`src/rtl/replica_sequencer.sv`:
```
// Run controller for the replica chain: loads the distance RAM, shifts replicas in/out
// and loops the DIST/SWAP phases with alternating exchange parity.
package replica_sequencer_pkg;
  localparam int unsigned DIST_W = 16;

  typedef logic [DIST_W-1:0] distance_data_t;

  typedef enum logic [1:0] {NOP = 2'd0, PREV = 2'd1, FOLW = 2'd2} exchange_command_t;
  typedef enum logic [2:0] {KN, KM, KP, LN, LP, LM} dist_sel_t;
  typedef enum logic [1:0] {DNOP, ZERO, MNS, PLS} dist_op_t;

  typedef struct packed {
    dist_sel_t sel;
    dist_op_t  op;
  } distance_command_t;

  typedef enum logic [1:0] {OR0, OR1, TWO, THR} opt_command_t;
endpackage

module replica_sequencer
  import replica_sequencer_pkg::*;
#(
  parameter int unsigned REPLICA_NUM = 4,
  parameter int unsigned CITY_NUM    = 32,
  parameter int unsigned CITY_DIV    = 4,
  parameter int unsigned DIST_CYC    = 20,
  parameter int unsigned SWAP_CYC    = 10,
  parameter int unsigned ITER_W      = 16,
  localparam int unsigned CITY_NUM_LOG = $clog2(CITY_NUM),
  localparam int unsigned ADDR_W       = 2 * CITY_NUM_LOG
) (
  input  logic                    clk,
  input  logic                    reset,
  input  logic                    start,
  input  logic [1:0]              mode,
  input  logic [ITER_W-1:0]       iter_num,
  input  logic                    dist_in_valid,
  output logic                    dist_in_ready,
  input  distance_data_t          dist_in_data,
  output logic                    dist_we,
  output logic [ADDR_W-1:0]       dist_waddr,
  output distance_data_t          dist_wdata,
  input  logic                    sft_in_valid,
  output logic                    sft_in_ready,
  output logic                    shift_valid,
  output logic                    shift_out,
  output exchange_command_t [1:0] c_exchange,
  output distance_command_t       c_distance,
  output opt_command_t            opt_cmd,
  output logic                    rbank,
  output logic                    busy,
  output logic                    done,
  output logic [ITER_W-1:0]       iter_cnt
);

  localparam int unsigned DIST_DEPTH = CITY_NUM * (CITY_NUM + 1) / 2;
  localparam int unsigned BEATS      = REPLICA_NUM * CITY_DIV;
  localparam int unsigned BEAT_W     = $clog2(BEATS);
  localparam int unsigned STEP_MAX   = (DIST_CYC > SWAP_CYC) ? DIST_CYC : SWAP_CYC;
  localparam int unsigned STEP_W     = $clog2(STEP_MAX);

  localparam distance_command_t       DIST_IDLE = '{sel: KN, op: DNOP};
  localparam exchange_command_t [1:0] EX_NONE   = '{NOP, NOP};
  localparam exchange_command_t [1:0] EX_SHIFT  = '{PREV, PREV};

  typedef enum logic [2:0] {S_IDLE, S_LOAD, S_SFTI, S_DIST, S_SWAP, S_SFTO, S_DONE} state_t;

  state_t                  state, state_d;
  opt_command_t            mode_q, mode_d;
  logic [ITER_W-1:0]       iter_num_q, iter_num_d, iter_cnt_d, iter_inc;
  logic [ADDR_W-1:0]       addr_q, addr_d;
  logic [BEAT_W-1:0]       beat_q, beat_d;
  logic [STEP_W-1:0]       step_q, step_d;
  logic                    beat_head;

  logic                    dist_we_d;
  logic [ADDR_W-1:0]       dist_waddr_d;
  distance_data_t          dist_wdata_d;
  logic                    shift_valid_d, shift_out_d, rbank_d, busy_d, done_d;
  exchange_command_t [1:0] c_exchange_d;
  distance_command_t       c_distance_d;
  opt_command_t            opt_cmd_d;

  // Per-step distance command table; steps past the programmed sequence idle.
  function automatic distance_command_t dist_cmd(input logic two, input int unsigned s);
    distance_command_t c;
    c = DIST_IDLE;
    if (two) begin
      case (s)
        32'd0:   c = '{KN, ZERO};
        32'd1:   c = '{KM, MNS};
        32'd2:   c = '{LM, PLS};
        32'd3:   c = '{LN, MNS};
        32'd4:   c = '{KN, PLS};
        default: c = DIST_IDLE;
      endcase
    end else begin
      case (s)
        32'd0:   c = '{KN, ZERO};
        32'd1:   c = '{KM, MNS};
        32'd2:   c = '{KP, PLS};
        32'd3:   c = '{KN, MNS};
        32'd4:   c = '{LN, PLS};
        32'd5:   c = '{LP, MNS};
        32'd6:   c = '{KN, PLS};
        default: c = DIST_IDLE;
      endcase
    end
    return c;
  endfunction

  assign dist_in_ready = (state == S_LOAD);
  assign sft_in_ready  = (state == S_SFTI);
  assign beat_head     = ((beat_q % BEAT_W'(CITY_DIV)) == '0);
  assign iter_inc      = iter_cnt + ITER_W'(1);

  // Next state, counters and next registered outputs.
  always_comb begin
    state_d       = state;
    mode_d        = mode_q;
    iter_num_d    = iter_num_q;
    iter_cnt_d    = iter_cnt;
    addr_d        = addr_q;
    beat_d        = beat_q;
    step_d        = step_q;
    dist_we_d     = 1'b0;
    dist_waddr_d  = dist_waddr;
    dist_wdata_d  = dist_wdata;
    shift_valid_d = 1'b0;
    shift_out_d   = 1'b0;
    c_exchange_d  = EX_NONE;
    c_distance_d  = DIST_IDLE;
    opt_cmd_d     = THR;
    done_d        = 1'b0;

    case (state)
      S_IDLE: begin
        if (start) begin
          mode_d     = (mode == 2'd3) ? TWO : opt_command_t'(mode);
          iter_num_d = iter_num;
          iter_cnt_d = '0;
          addr_d     = '0;
          beat_d     = '0;
          step_d     = '0;
          state_d    = S_LOAD;
        end
      end
      S_LOAD: begin
        if (dist_in_valid) begin
          dist_we_d    = 1'b1;
          dist_waddr_d = addr_q;
          dist_wdata_d = dist_in_data;
          if (addr_q == ADDR_W'(DIST_DEPTH - 1)) begin
            addr_d  = '0;
            state_d = S_SFTI;
          end else begin
            addr_d = addr_q + ADDR_W'(1);
          end
        end
      end
      S_SFTI: begin
        if (sft_in_valid) begin
          shift_valid_d = 1'b1;
          if (beat_head) c_exchange_d = EX_SHIFT;
          if (beat_q == BEAT_W'(BEATS - 1)) begin
            beat_d  = '0;
            step_d  = '0;
            state_d = (iter_num_q != '0) ? S_DIST : S_SFTO;
          end else begin
            beat_d = beat_q + BEAT_W'(1);
          end
        end
      end
      S_DIST: begin
        opt_cmd_d    = mode_q;
        c_distance_d = dist_cmd(mode_q == TWO, 32'(step_q));
        if (step_q == STEP_W'(DIST_CYC - 1)) begin
          step_d  = '0;
          state_d = S_SWAP;
        end else begin
          step_d = step_q + STEP_W'(1);
        end
      end
      S_SWAP: begin
        opt_cmd_d = mode_q;
        // Even iterations pair 0-1,2-3,...; odd iterations pair 1-2,3-4,...
        if (step_q == '0) begin
          c_exchange_d[0] = iter_cnt[0] ? PREV : FOLW;
          c_exchange_d[1] = iter_cnt[0] ? FOLW : PREV;
        end
        if (step_q == STEP_W'(SWAP_CYC - 1)) begin
          step_d = '0;
          beat_d = '0;
          if (iter_cnt != iter_num_q) iter_cnt_d = iter_inc;
          state_d = (iter_inc == iter_num_q) ? S_SFTO : S_DIST;
        end else begin
          step_d = step_q + STEP_W'(1);
        end
      end
      S_SFTO: begin
        shift_valid_d = 1'b1;
        shift_out_d   = 1'b1;
        if (beat_head) c_exchange_d = EX_SHIFT;
        if (beat_q == BEAT_W'(BEATS - 1)) begin
          beat_d  = '0;
          state_d = S_DONE;
        end else begin
          beat_d = beat_q + BEAT_W'(1);
        end
      end
      S_DONE: begin
        done_d  = 1'b1;
        state_d = S_IDLE;
      end
      default: state_d = S_IDLE;
    endcase

    busy_d  = (state_d != S_IDLE);
    rbank_d = rbank ^ ((c_exchange_d[0] != NOP) || (c_exchange_d[1] != NOP));
  end

  // State, counters and registered outputs.
  always_ff @(posedge clk or posedge reset) begin
    if (reset) begin
      state       <= S_IDLE;
      mode_q      <= OR0;
      iter_num_q  <= '0;
      iter_cnt    <= '0;
      addr_q      <= '0;
      beat_q      <= '0;
      step_q      <= '0;
      dist_we     <= 1'b0;
      dist_waddr  <= '0;
      dist_wdata  <= '0;
      shift_valid <= 1'b0;
      shift_out   <= 1'b0;
      c_exchange  <= EX_NONE;
      c_distance  <= DIST_IDLE;
      opt_cmd     <= THR;
      rbank       <= 1'b0;
      busy        <= 1'b0;
      done        <= 1'b0;
    end else begin
      state       <= state_d;
      mode_q      <= mode_d;
      iter_num_q  <= iter_num_d;
      iter_cnt    <= iter_cnt_d;
      addr_q      <= addr_d;
      beat_q      <= beat_d;
      step_q      <= step_d;
      dist_we     <= dist_we_d;
      dist_waddr  <= dist_waddr_d;
      dist_wdata  <= dist_wdata_d;
      shift_valid <= shift_valid_d;
      shift_out   <= shift_out_d;
      c_exchange  <= c_exchange_d;
      c_distance  <= c_distance_d;
      opt_cmd     <= opt_cmd_d;
      rbank       <= rbank_d;
      busy        <= busy_d;
      done        <= done_d;
    end
  end

endmodule

```
`config.mk`:
```
export PLATFORM = sky130hd
export DESIGN_NAME = replica_sequencer
export DESIGN_NICKNAME = d
export VERILOG_FILES = /design/src/rtl/replica_sequencer.sv
export SDC_FILE = /design/constraint.sdc
export NUM_CORES = 1
export LEC_CHECK = 0
export BUFFER_PORTS_ARGS = -buffer_cell sky130_fd_sc_hd__buf_2
export CAP_MARGIN = 25
export CORE_MARGIN = 2
export CORE_UTILIZATION = 30
export CTS_CLUSTER_DIAMETER = 60
export CTS_CLUSTER_SIZE = 8
export DETAILED_ROUTE_END_ITERATION = 16
export HOLD_SLACK_MARGIN = 0.06
export SYNTH_ARGS = -nofsm -noshare
export SYNTH_HDL_FRONTEND = slang
export SYNTH_SLANG_ARGS = --single-unit
export TNS_END_PERCENT = 100
```
`constraint.sdc`:
```
create_clock -name clk -period 9.3 [get_ports clk]
set_clock_uncertainty 0.1 [all_clocks]
set_input_delay 1.395 -clock clk [delete_from_list [all_inputs] [get_ports clk]]
set_output_delay 1.395 -clock clk [all_outputs]
set_load 0.01 [all_outputs]
```
==> flow_metrics.tcl <==
set metrics [dict create \
    floorplan.initialDensity 0.308 \
    grtUsageTotal 0.138 \
    netlist_top_cells_count "97 x dfrtp_1, 87 x nand2_1, 39 x o21ai_0" \
    htreeDepth 3 \
    prevailing_post_synth_register_cell "dfrtp_1" \
    final_hold_viol_count 0 \
    synth_area_leader_cell "dfrtp_1" \
    timing.max_slew.rel_slack 0.545 \
    timing_worst_slew_pin_value_ns 0.680 \
    ctsLongestPathBuffers 2 \
    synth_seq_cells 99 \
    detail_route.wirelength_mm 12.2 \
    total_leakage_power_nw 2.79 \
    portBuffers 99 \
    holdCritPathClass "reg -> reg" \
    run_status "completed" \
    cts.sinks 99 \
    initial_antenna_violation_count 0 \
    drtIter0Drc 239 \
    period_share 0.341 \
    report.final.setup_viol 0 \
    fin_crit_ns 3.17 \
    synth-warning-count 0 \
    drt_pre_antenna_iters 4 \
    start_kind "flop" \
    grt_remaining_overflow 0 \
    vias_per_cell 4.93 \
    routed-via-count 4125 \
    final-seq-area_um2 2480 \
    timing.fmax_mhz 315 \
    crit_path_frequent_cell "nand2b_1" \
    critical_path.cell_chain "nand2b_1 > nand2b_1 > inv_1 > buf_2" \
    ctsResizeCount 0 \
    cts.reportedPaths.clkPinSlew_ns 0.06 \
    grt_max_degree 52 \
    grt_pass1_wl_mm 20.2 \
    crit_path_top_delay_cell "dfrtp_1" \
    yosys.cell_types.count 65 \
    drc 0 \
    critical_path_arrival_ns 1.68 \
    syn_area_per_cell_um2 9.70 \
    final_nets 659 \
    globalplace.congestion 0.883 \
    synthToLayoutAreaGrowth_pct 18.5 \
    post_drt_wl_per_cell_um 14.6 \
    max_cap_violations 0 \
    p_total_mw 1.61 \
    drive_above_1_share 0.262 \
    yosysSeqAreaShare 0.486 \
    core-area_um2 16600 \
    placementRows 47 \
    path_class "reg -> out" \
    post-synth-top-count-cell "dfrtp_1" \
    hpwl_mm 9.13 \
    synth-edff-count 0 \
    grt_pass1_vias 4049 \
    post-cts-setup-buffers 0 \
    cts.hold.buffers_added 0 \
    die_h_um 134 \
    cts_tree "done" \
    synthesis.nets 573 \
    residual_antenna_violating_net_count_after_detailed_routing 0 \
    die_x_um 134 \
    setup.worst_path.end_class "output port" \
    insertion_delay_ns 0.34 \
    critical_path.max_stage_delay_ns 0.57 \
    syn_inst 526 \
    cts_inserted_buffers 9 \
    power.density_nw_per_um2 266 \
    grt_setup_unrepaired "false" \
    area_of_the_die_um2 18100 \
    crit_path_max_fanout 14 \
    async_flop_share 1.00 \
    fillers 1693 \
    setup_tns_ns 0 \
    timing.final.max_slew_violations 0 \
    timing.critical_path.required_ns 7.81 \
    yosys-top-cells-area "dfrtp_1 48%, nand2_1 6.4%, mux2_2 6.2%, o21ai_0 3.8%, xnor2_1 2.9%" \
    worst_ir_drop_vdd_uv 112 \
    multi_input_area_um2 2420 \
    portion_of_synthesized_cell_area_occupied_by_the_leading_cell_type 0.476 \
    synthesis.area_um2 5100 \
    num_io_pins 100 \
    cts_root_buffer "clkbuf_16" \
]
flip-flops by register name, summed over array words and instances (netlist names), 5 cells and up:
register	flops
addr_q	10
step_q	5
dist_wdata	16
iter_num_q	16
iter_cnt	16
dist_waddr	10
c_distance	5
cell type report:
cell class / instances / area share
diodes: 1 / 0.000414
flip-flops and latches: 99 / 0.410
repair buffers: 101 / 0.0845
clock inverters: 4 / 0.00849
clock buffers: 10 / 0.0395
well taps: 220 / 0.0455
multi-input cells: 384 / 0.400
inverters: 17 / 0.0110
worst paths after layout:
check | from | to | slack [ns] | cells past startpoint
hold / removal | beat_q[3]$_DFFE_PP0P_ | beat_q[3]$_DFFE_PP0P_ | 0.39 | 1
setup / recovery | state[2]$_DFF_PP0_ | sft_in_ready | 6.13 | 4
max in group asynchronous | reset | c_distance[2]$_DFF_PP0_ | 7.00 | 3
min in group asynchronous | reset | dist_wdata[6]$_DFFE_PP0P_ | 1.03 | 2
hold reg to reg | beat_q[3]$_DFFE_PP0P_ | beat_q[3]$_DFFE_PP0P_ | 0.39 | 1
setup reg to reg | state[1]$_DFF_PP0_ | iter_cnt[12]$_DFFE_PP0P_ | 6.79 | 6
power breakdown:
group | internal, mW | switching (mW) | total, mW
combinational | 0.247 | 0.295 | 0.542
clock | 0.213 | 0.157 | 0.371
sequential | 0.557 | 0.136 | 0.693
per-stage QoR:
| stage | hold slack [ns] | instances | cell area [µm²] | worst slack [ns] | utilization |
|---|---|---|---|---|---|
| 2_1_floorplan | 0.342 | 526 | 5100 | 5.22 | - |
| 4_1_cts | 0.381 | 835 | 6040 | 6.13 | 0.364 |
| 3_3_place_gp | 0.362 | 821 | 5750 | 6.02 | 0.347 |
| 5_1_grt | 0.402 | 835 | 6040 | 6.03 | 0.364 |
| 6_report | 0.389 | 836 | 6040 | 6.13 | 0.364 |
| 3_5_place_dp | 0.372 | 821 | 5750 | 5.94 | 0.347 |
worst max-delay path: cells and delay by family (launching register included):
kind	cells	cell delay [ns]
flip-flops	1	0.57
AND/OR/NAND/NOR	2	0.48
buffers and inverters	2	0.28
metal layers:
metal / global-route usage / routed length [µm] / vias up
li1: - / - / 2025
met1: 0.179 / 5490 / 1969
met2: 0.235 / 5740 / 120
met3: 0.0280 / 801 / 11
met4: 0.0404 / 137 / 0
met5: 0 / 0 / -
layout by cell type, fill, tap and decap left out, types with 3 or more instances in the layout:
cell type / count
inv_1: 14
mux2i_1: 5
nand4_1: 9
buf_2: 99
a22o_1: 4
o21ai_0: 39
nand3b_1: 3
or3_1: 11
dfrtp_1: 97
a21oi_1: 24
mux2_2: 28
nor3_1: 9
nor4_1: 6
clkbuf_16: 9
ha_1: 8
xnor2_1: 17
o41ai_1: 3
and3_1: 9
nand2b_1: 6
nand3_1: 20
and4_1: 3
xor2_1: 8
nor2_1: 29
nand2_1: 87
o21a_1: 5
o31ai_1: 8
logic make-up (layout without fill, tap and decap cells):
kind of cell	count (synthesis)	in the layout	synth area share
simple gates	217	217	0.215
fa+ha+maj	8	8	0.0196
xor+xnor	25	25	0.0429
other cells	0	1	0
mux	33	33	0.0716
compound gates	101	101	0.123
buf+inv	43	132	0.0412
flops	99	99	0.486
Note: power is estimated with default switching activity, not from simulation.
